--- config.mk ---
export PLATFORM = sky130hd
export DESIGN_NAME = keypad_entry_flat
export DESIGN_NICKNAME = d
export VERILOG_FILES = /design/src/rtl/keypad_entry_if.sv /design/src/rtl/keypad_entry.sv /design/src/flat_wrapper.sv
export SDC_FILE = /design/constraint.sdc
export NUM_CORES = 1
export LEC_CHECK = 0
export ABC_AREA = 1
export CORE_UTILIZATION = 30
export CTS_CLUSTER_SIZE = 40
export DETAILED_ROUTE_END_ITERATION = 10
export DONT_BUFFER_PORTS = 1
export REMOVE_ABC_BUFFERS = 1
export SLEW_MARGIN = 5
export SYNTH_ARGS = -nofsm -noshare
export SYNTH_HDL_FRONTEND = slang
export SYNTH_SLANG_ARGS = --single-unit
export TNS_END_PERCENT = 50
--- constraint.sdc ---
create_clock -name clk -period 3.5 [get_ports clk]
set_input_delay 0.7 -clock clk [delete_from_list [all_inputs] [get_ports clk]]
set_output_delay 0.7 -clock clk [all_outputs]
set_load 0.05 [all_outputs]
--- src/rtl/keypad_entry_if.sv ---
// Signal bundle between the keypad scanner and its neighbours: the keypad matrix on one
// side, and the seven-segment driver / operand consumer on the other.
interface keypad_entry_if;
    logic [3:0]  col;
    logic [3:0]  row;
    logic [0:15] o_data;
    logic [3:0]  o_key;
    logic        o_key_valid;
    logic        o_refresh_display;
    logic [2:0]  o_nibble_count;
    logic [1:0]  dbg_state;

    // Handshake: no ready exists; o_key_valid and o_refresh_display are single-cycle strobes
    // that rise in the first cycle o_data/o_key/o_nibble_count hold the new entry, and a
    // consumer must sample on that cycle because nothing is held back for it.
    modport master (
        output col,
        output o_data,
        output o_key,
        output o_key_valid,
        output o_refresh_display,
        output o_nibble_count,
        output dbg_state,
        input  row
    );

    modport slave (
        input  col,
        input  o_data,
        input  o_key,
        input  o_key_valid,
        input  o_refresh_display,
        input  o_nibble_count,
        input  dbg_state,
        output row
    );
endinterface

--- src/rtl/keypad_entry.sv ---
// 4x4 hex keypad scanner with whole-scan debouncing; each accepted key is shifted into
// a 16-bit word as its newest nibble.
module keypad_entry #(
    parameter int SCAN_DIV       = 100000,
    parameter int DEBOUNCE_SCANS = 4
) (
    input  logic           clk,
    input  logic           clr,
    keypad_entry_if.master kp
);
    localparam int DIV_W = $clog2(SCAN_DIV);
    localparam int DB_W  = $clog2(DEBOUNCE_SCANS + 1);
    localparam logic [DIV_W-1:0] DIV_LAST  = DIV_W'(SCAN_DIV - 1);
    localparam logic [DB_W-1:0]  DB_TARGET = DB_W'(DEBOUNCE_SCANS);
    localparam logic [DB_W-1:0]  DB_ONE    = DB_W'(1);

    typedef enum logic [1:0] {
        ST_RELEASED = 2'd0,
        ST_PRESS_DB = 2'd1,
        ST_PRESSED  = 2'd2,
        ST_REL_DB   = 2'd3
    } state_e;

    function automatic logic [3:0] key_code(input logic [1:0] r, input logic [1:0] c);
        logic [3:0] code;
        code = 4'h0;
        case ({r, c})
            4'h0: code = 4'h1;  4'h1: code = 4'h2;  4'h2: code = 4'h3;  4'h3: code = 4'hA;
            4'h4: code = 4'h4;  4'h5: code = 4'h5;  4'h6: code = 4'h6;  4'h7: code = 4'hB;
            4'h8: code = 4'h7;  4'h9: code = 4'h8;  4'hA: code = 4'h9;  4'hB: code = 4'hC;
            4'hC: code = 4'h0;  4'hD: code = 4'hF;  4'hE: code = 4'hE;  4'hF: code = 4'hD;
            default: code = 4'h0;
        endcase
        return code;
    endfunction

    logic [3:0]       row_s1_q, row_s2_q;
    logic [DIV_W-1:0] div_q, div_d;
    logic [1:0]       col_idx_q, col_idx_d;
    logic [3:0]       col_q, col_d;
    logic [1:0]       acc_hits_q, acc_hits_d;
    logic [3:0]       acc_code_q, acc_code_d;
    state_e           state_q, state_d;
    logic [3:0]       cand_q, cand_d;
    logic [DB_W-1:0]  db_cnt_q, db_cnt_d;
    logic [0:15]      data_q, data_d;
    logic [3:0]       key_q, key_d;
    logic [2:0]       nib_q, nib_d;
    logic             pulse_q, pulse_d;

    logic [2:0]       col_hits;
    logic [3:0]       col_code;
    logic [2:0]       hits_sum;
    logic [1:0]       scan_hits;
    logic [3:0]       scan_code;
    logic             col_end, scan_end, scan_none, scan_key;
    logic [DB_W-1:0]  db_inc;
    logic             accept;

    // Rows seen low in the column currently driven.
    always_comb begin
        col_hits = 3'd0;
        col_code = 4'h0;
        for (int r = 0; r < 4; r++) begin
            if (!row_s2_q[r]) begin
                col_hits = col_hits + 3'd1;
                col_code = key_code(2'(r), col_idx_q);
            end
        end
    end

    // Hit count saturates at 2 so NONE / KEY / MULTI is all that survives across columns.
    always_comb begin
        col_end   = (div_q == DIV_LAST);
        scan_end  = col_end && (col_idx_q == 2'd3);
        hits_sum  = {1'b0, acc_hits_q} + col_hits;
        scan_hits = (hits_sum >= 3'd2) ? 2'd2 : hits_sum[1:0];
        scan_code = (col_hits != 3'd0) ? col_code : acc_code_q;
        scan_none = (scan_hits == 2'd0);
        scan_key  = (scan_hits == 2'd1);
        db_inc    = db_cnt_q + DB_ONE;

        div_d      = col_end ? '0 : div_q + 1'b1;
        col_idx_d  = col_end ? col_idx_q + 2'd1 : col_idx_q;
        col_d      = col_end ? {col_q[2:0], col_q[3]} : col_q;
        acc_hits_d = acc_hits_q;
        acc_code_d = acc_code_q;
        if (scan_end) begin
            acc_hits_d = 2'd0;
            acc_code_d = 4'h0;
        end else if (col_end) begin
            acc_hits_d = scan_hits;
            acc_code_d = scan_code;
        end
    end

    // Next-state logic: one transition per completed scan.
    always_comb begin
        state_d  = state_q;
        cand_d   = cand_q;
        db_cnt_d = db_cnt_q;
        accept   = 1'b0;
        if (scan_end) begin
            unique case (state_q)
                ST_RELEASED: begin
                    if (scan_key) begin
                        cand_d   = scan_code;
                        db_cnt_d = DB_ONE;
                        if (DEBOUNCE_SCANS == 1) begin
                            accept  = 1'b1;
                            state_d = ST_PRESSED;
                        end else begin
                            state_d = ST_PRESS_DB;
                        end
                    end
                end
                ST_PRESS_DB: begin
                    if (scan_key && (scan_code == cand_q)) begin
                        db_cnt_d = db_inc;
                        if (db_inc == DB_TARGET) begin
                            accept  = 1'b1;
                            state_d = ST_PRESSED;
                        end
                    end else if (scan_key) begin
                        cand_d   = scan_code;
                        db_cnt_d = DB_ONE;
                    end else begin
                        state_d = ST_RELEASED;
                    end
                end
                ST_PRESSED: begin
                    if (scan_none) begin
                        db_cnt_d = DB_ONE;
                        state_d  = (DEBOUNCE_SCANS == 1) ? ST_RELEASED : ST_REL_DB;
                    end
                end
                ST_REL_DB: begin
                    if (scan_none) begin
                        db_cnt_d = db_inc;
                        if (db_inc == DB_TARGET) state_d = ST_RELEASED;
                    end else begin
                        state_d = ST_PRESSED;
                    end
                end
                default: state_d = ST_RELEASED;
            endcase
        end
    end

    // Output logic: shift in the accepted nibble and raise the strobe in the same edge.
    always_comb begin
        data_d  = data_q;
        key_d   = key_q;
        nib_d   = nib_q;
        pulse_d = accept;
        if (accept) begin
            data_d = {data_q[4:15], scan_code};
            key_d  = scan_code;
            nib_d  = (nib_q == 3'd4) ? 3'd4 : nib_q + 3'd1;
        end
    end

    always_ff @(posedge clk or posedge clr) begin
        if (clr) begin
            row_s1_q   <= 4'hF;
            row_s2_q   <= 4'hF;
            div_q      <= '0;
            col_idx_q  <= 2'd0;
            col_q      <= 4'b1110;
            acc_hits_q <= 2'd0;
            acc_code_q <= 4'h0;
            state_q    <= ST_RELEASED;
            cand_q     <= 4'h0;
            db_cnt_q   <= '0;
            data_q     <= '0;
            key_q      <= 4'h0;
            nib_q      <= 3'd0;
            pulse_q    <= 1'b0;
        end else begin
            row_s1_q   <= kp.row;
            row_s2_q   <= row_s1_q;
            div_q      <= div_d;
            col_idx_q  <= col_idx_d;
            col_q      <= col_d;
            acc_hits_q <= acc_hits_d;
            acc_code_q <= acc_code_d;
            state_q    <= state_d;
            cand_q     <= cand_d;
            db_cnt_q   <= db_cnt_d;
            data_q     <= data_d;
            key_q      <= key_d;
            nib_q      <= nib_d;
            pulse_q    <= pulse_d;
        end
    end

    assign kp.col               = col_q;
    assign kp.o_data            = data_q;
    assign kp.o_key             = key_q;
    assign kp.o_key_valid       = pulse_q;
    assign kp.o_refresh_display = pulse_q;
    assign kp.o_nibble_count    = nib_q;
    assign kp.dbg_state         = state_q;
endmodule

--- src/flat_wrapper.sv ---
// flat-port wrapper written by rule: the top's interface ports become plain ports
module keypad_entry_flat 
#(
    parameter int SCAN_DIV       = 100000,
    parameter int DEBOUNCE_SCANS = 4
)
  (clk, clr, kp_col, kp_o_data, kp_o_key, kp_o_key_valid, kp_o_refresh_display, kp_o_nibble_count, kp_dbg_state, kp_row);
  keypad_entry_if kp_i ();
  input  logic clk;
  input  logic clr;
  output wire logic [$bits(kp_i.col)-1:0] kp_col;
  output wire logic [$bits(kp_i.o_data)-1:0] kp_o_data;
  output wire logic [$bits(kp_i.o_key)-1:0] kp_o_key;
  output wire logic [$bits(kp_i.o_key_valid)-1:0] kp_o_key_valid;
  output wire logic [$bits(kp_i.o_refresh_display)-1:0] kp_o_refresh_display;
  output wire logic [$bits(kp_i.o_nibble_count)-1:0] kp_o_nibble_count;
  output wire logic [$bits(kp_i.dbg_state)-1:0] kp_dbg_state;
  input wire logic [$bits(kp_i.row)-1:0] kp_row;
  assign kp_col = kp_i.col;
  assign kp_o_data = kp_i.o_data;
  assign kp_o_key = kp_i.o_key;
  assign kp_o_key_valid = kp_i.o_key_valid;
  assign kp_o_refresh_display = kp_i.o_refresh_display;
  assign kp_o_nibble_count = kp_i.o_nibble_count;
  assign kp_dbg_state = kp_i.dbg_state;
  assign kp_i.row = kp_row;
  keypad_entry #(.SCAN_DIV(SCAN_DIV), .DEBOUNCE_SCANS(DEBOUNCE_SCANS)) u_core (.clk(clk), .clr(clr), .kp(kp_i));
endmodule
==> summary.md <==
| Metric | Value |
|---|---|
| Status | completed |
| Peak supply drop | between 0.4 and 0.5 mV |
| Area delta synth->final | 14.5% |
| Synthesized area | approximately 0.0037 mm² |
| Post-route core utilization | ~36% |
| Power Density | between 400 and 500 mW/mm² |
| Core Footprint | 0.0117 mm² |
| Post-Synthesis Mean Instance Area | 8.27 µm² |
| Tightest Pin Transition | slightly above 1 ns |
| Leak | approximately 0.0020 µW |
| Top cell type's share of synthesized area | 37.6% |
| Chip Width | 112 µm |
| Hold crit path type | reg -> reg |
| EDFF count, synth | 0 |
| TritonCTS clock tree | built |
| Wire length of the first global-routing pass | 12900 µm |
| Sequential share of the synthesized area | 45.5% |
| Initial Util | between 30% and 40% |
| Final nets | about 480 |
| Startpoint types | register |
| Antenna violations before repair | 0 |
| Total Routing Usage GR | between 10% and 20% |
| Rows | 39 |
| Post-synth cell types | 38 |
| Design area | around 0.0042 mm² |
| Root buf cell | clkbuf_16 |
| Worst endpoint data arrival time | roughly 3.5 ns |
| Max_cap viols | 0 |
| Setup CP Type | reg -> reg |
| Post-DP Area | ~0.0038 mm² |
| Rel. slew slack | about a third |
| CTS HTree Levels | 3 |
| Buffers & Inverters on Critical Path | 4 |
| Max Freq | 0.307 GHz |
| Io pins | 37 |
| Initial drt markers | 100 |
| CTS Buf Count | 9 |
| CTS hold repair buffers | 0 |
| Final Slew Violations | 0 |
| WL met2 | roughly 3100 µm |
| Total number of yosys warnings | 0 |
| CP Cell Sequence | inv_2 -> ha_4 -> inv_2 -> nand2_2 -> nand2_1 -> ha_1 -> or2_4 -> nand2_4 -> inv_2 -> fa_1 -> nand3b_4 -> nor2_4 -> nand2_2 -> nor2_4 -> nand3_4 -> nor2_8 -> buf_6 -> nand2_1 -> o21ai_1 |
| DRC | 0 |
| Worst path max stage delay | 0.56 ns |
| Placed cell count | ~580 |
| Non-filler cells, final | approximately 600 |
| Dominant cell by count in the synthesized netlist | nand2_1 |
| Met3 wire len | around 400 µm |
| Largest delay share family, worst path | simple AND/OR/NAND/NOR gates |
| Final period util | 93.1% |
| Worst-path fanout max | 6 |
| CTS max path bufs | 2 |
| IO Port Bufs | 0 |
| Synth area leaders | dfrtp_1, nand2_1, dfstp_2 |
| Final Hold Fails | 0 |
| GRT overflow | 0 |
| Predominant post-synthesis flop cell | dfrtp_1 |
| Clock sinks | 66 |
| Clk Latency, worst-skew pair | 0.33 ns |
| Clock transition at the registers of the reported paths | 0.05 ns |
| Routed len/inst | around 12 µm |
| Final ANT Viol Nets | 0 |
| Ant diodes | 0 |
| Mapped Cells | between 400 and 500 |
| Crit end category | register |
| Post-synthesis async set-or-reset flop share | 100% |
| Die Ht | 112 µm |
| Crit-path slowest cell | dfstp_2 |
| Vias per Instance | ~4.6 |
| Detailed placement HPWL | slightly above 5000 µm |
| #FFs+latches synth | 66 |
| Post-synth top cells | nand2_1, inv_1, dfrtp_1, nor2_1, o21ai_0 |
| Layout cells sized above 1 | between 10% and 20% |
| Via count | around 2800 |
| Clock Skew | around 0.0038 ns |
| WL final | ~7000 µm |
| Cell mode on critical path | inv_2 |
| Vias in the first global route | 2851 |
| Worst endpoint required time | 3.76 ns |
| Largest net degree at the start of global routing | a little over 50 |
| Yosys top cell by area | dfrtp_1 |
| Pre-antenna DRT Iters | 4 |
| Total Die Area | 0.0126 mm² |
| Metal-1 WL | ~3400 µm |
| Max layer used | met4 |
| Tmin final | ~3.3 ns |
| GPL Wtd Cong | roughly 0.83 |
| Setup violations, final | 0 |
## cell type report
| type | instances | area, µm² |
|---|---|---|
| fill | 1205 | 7480 |
| sequential | 66 | 1670 |
| multi-input combinational | 290 | 1640 |
| inverter | 75 | 297 |
| clock buffer | 14 | 264 |
| tap | 143 | 179 |
| timing repair buffer | 13 | 105 |
| clock inverter | 2 | 35.0 |
## registers in the layout, summed over array words and instances (netlist names), 3 cells and up
signal	flops
u_core.div_q	17
u_core.kp.o_data	13
u_core.acc_code_q	4
u_core.cand_q	4
u_core.kp.col	4
u_core.row_s1_q	4
u_core.row_s2_q	4
u_core.db_cnt_q	3
u_core.kp.o_key	3
u_core.kp.o_nibble_count	3
## placed cells by master (no fill, tap or decap), drive strengths merged
cell	n
a31oi	2
fa	1
bufinv	1
and3	1
o21ai	36
o22ai	5
clkinv	2
nand4	12
nand3b	4
buf	13
nand2	122
nor3	5
xnor2	1
nor4	6
a2bb2oi	1
nor2	35
ha	14
a22oi	1
nand3	29
xor2	2
dfstp	11
clkbuf	14
a21oi	11
inv	74
or2	2
dfrtp	55
## path summary, 6_finish.rpt
path | startpoint | endpoint | slack, ns | cells past startpoint
worst max register to register | u_core.row_s2_q[0] | u_core.kp.o_data[7] | 0.24 | 19
min in group asynchronous | clr | u_core.kp.col[0] | 0.47 | 1
worst max-delay path | u_core.row_s2_q[0] | u_core.kp.o_data[7] | 0.24 | 19
worst min register to register | u_core.row_s1_q[3] | u_core.row_s2_q[3] | 0.35 | 0
max in group asynchronous | clr | u_core.kp.col[2] | 2.21 | 2
worst min-delay path | u_core.row_s1_q[3] | u_core.row_s2_q[3] | 0.35 | 0
## timing repair
action                                  4_1_cts  5_1_grt
endpoints found under the setup margin       13       29
gates resized for setup                       4       13
hold endpoints to repair                      0        0
pin swaps                                     3        6
cloned                                        2        0
buffers inserted                              1        0
## kinds of logic after synthesis
family / count (synthesis) / share of synthesized area, %
simple gates: 215 / 28.8
buf+inv: 87 / 10.7
flops: 66 / 45.5
compound gates: 56 / 8.89
fa+ha+maj: 15 / 5.34
xor+xnor: 3 / 0.719
## report_power, final
part / total, µW / internal [µW] / switching [µW]
Sequential: 779 / 773 / 5.61
Clock: 898 / 589 / 309
Combinational: 153 / 53.9 / 99.4
## stage by stage
stage | hold slack, ns | power (µW) | setup WS, ns | TNS [ns]
floorplan | 0.345 | 900 | -0.0368 | -0.332
global placement | 0.346 | 938 | 0.0659 | 0
detailed placement | 0.347 | 939 | -0.0201 | -0.0921
CTS | 0.348 | 1850 | 0.0170 | 0
global route | 0.342 | 1910 | -0.000720 | -0.000720
finish | 0.353 | 1830 | 0.240 | 0
## routing by layer
metal  global-route usage, %  vias up
li1                        -     1436
met2                    20.0       66
met3                    4.75       12
met5                       0        -
met1                    16.0     1262
met4                    5.87        0
Power figures use the tool's default switching activity.
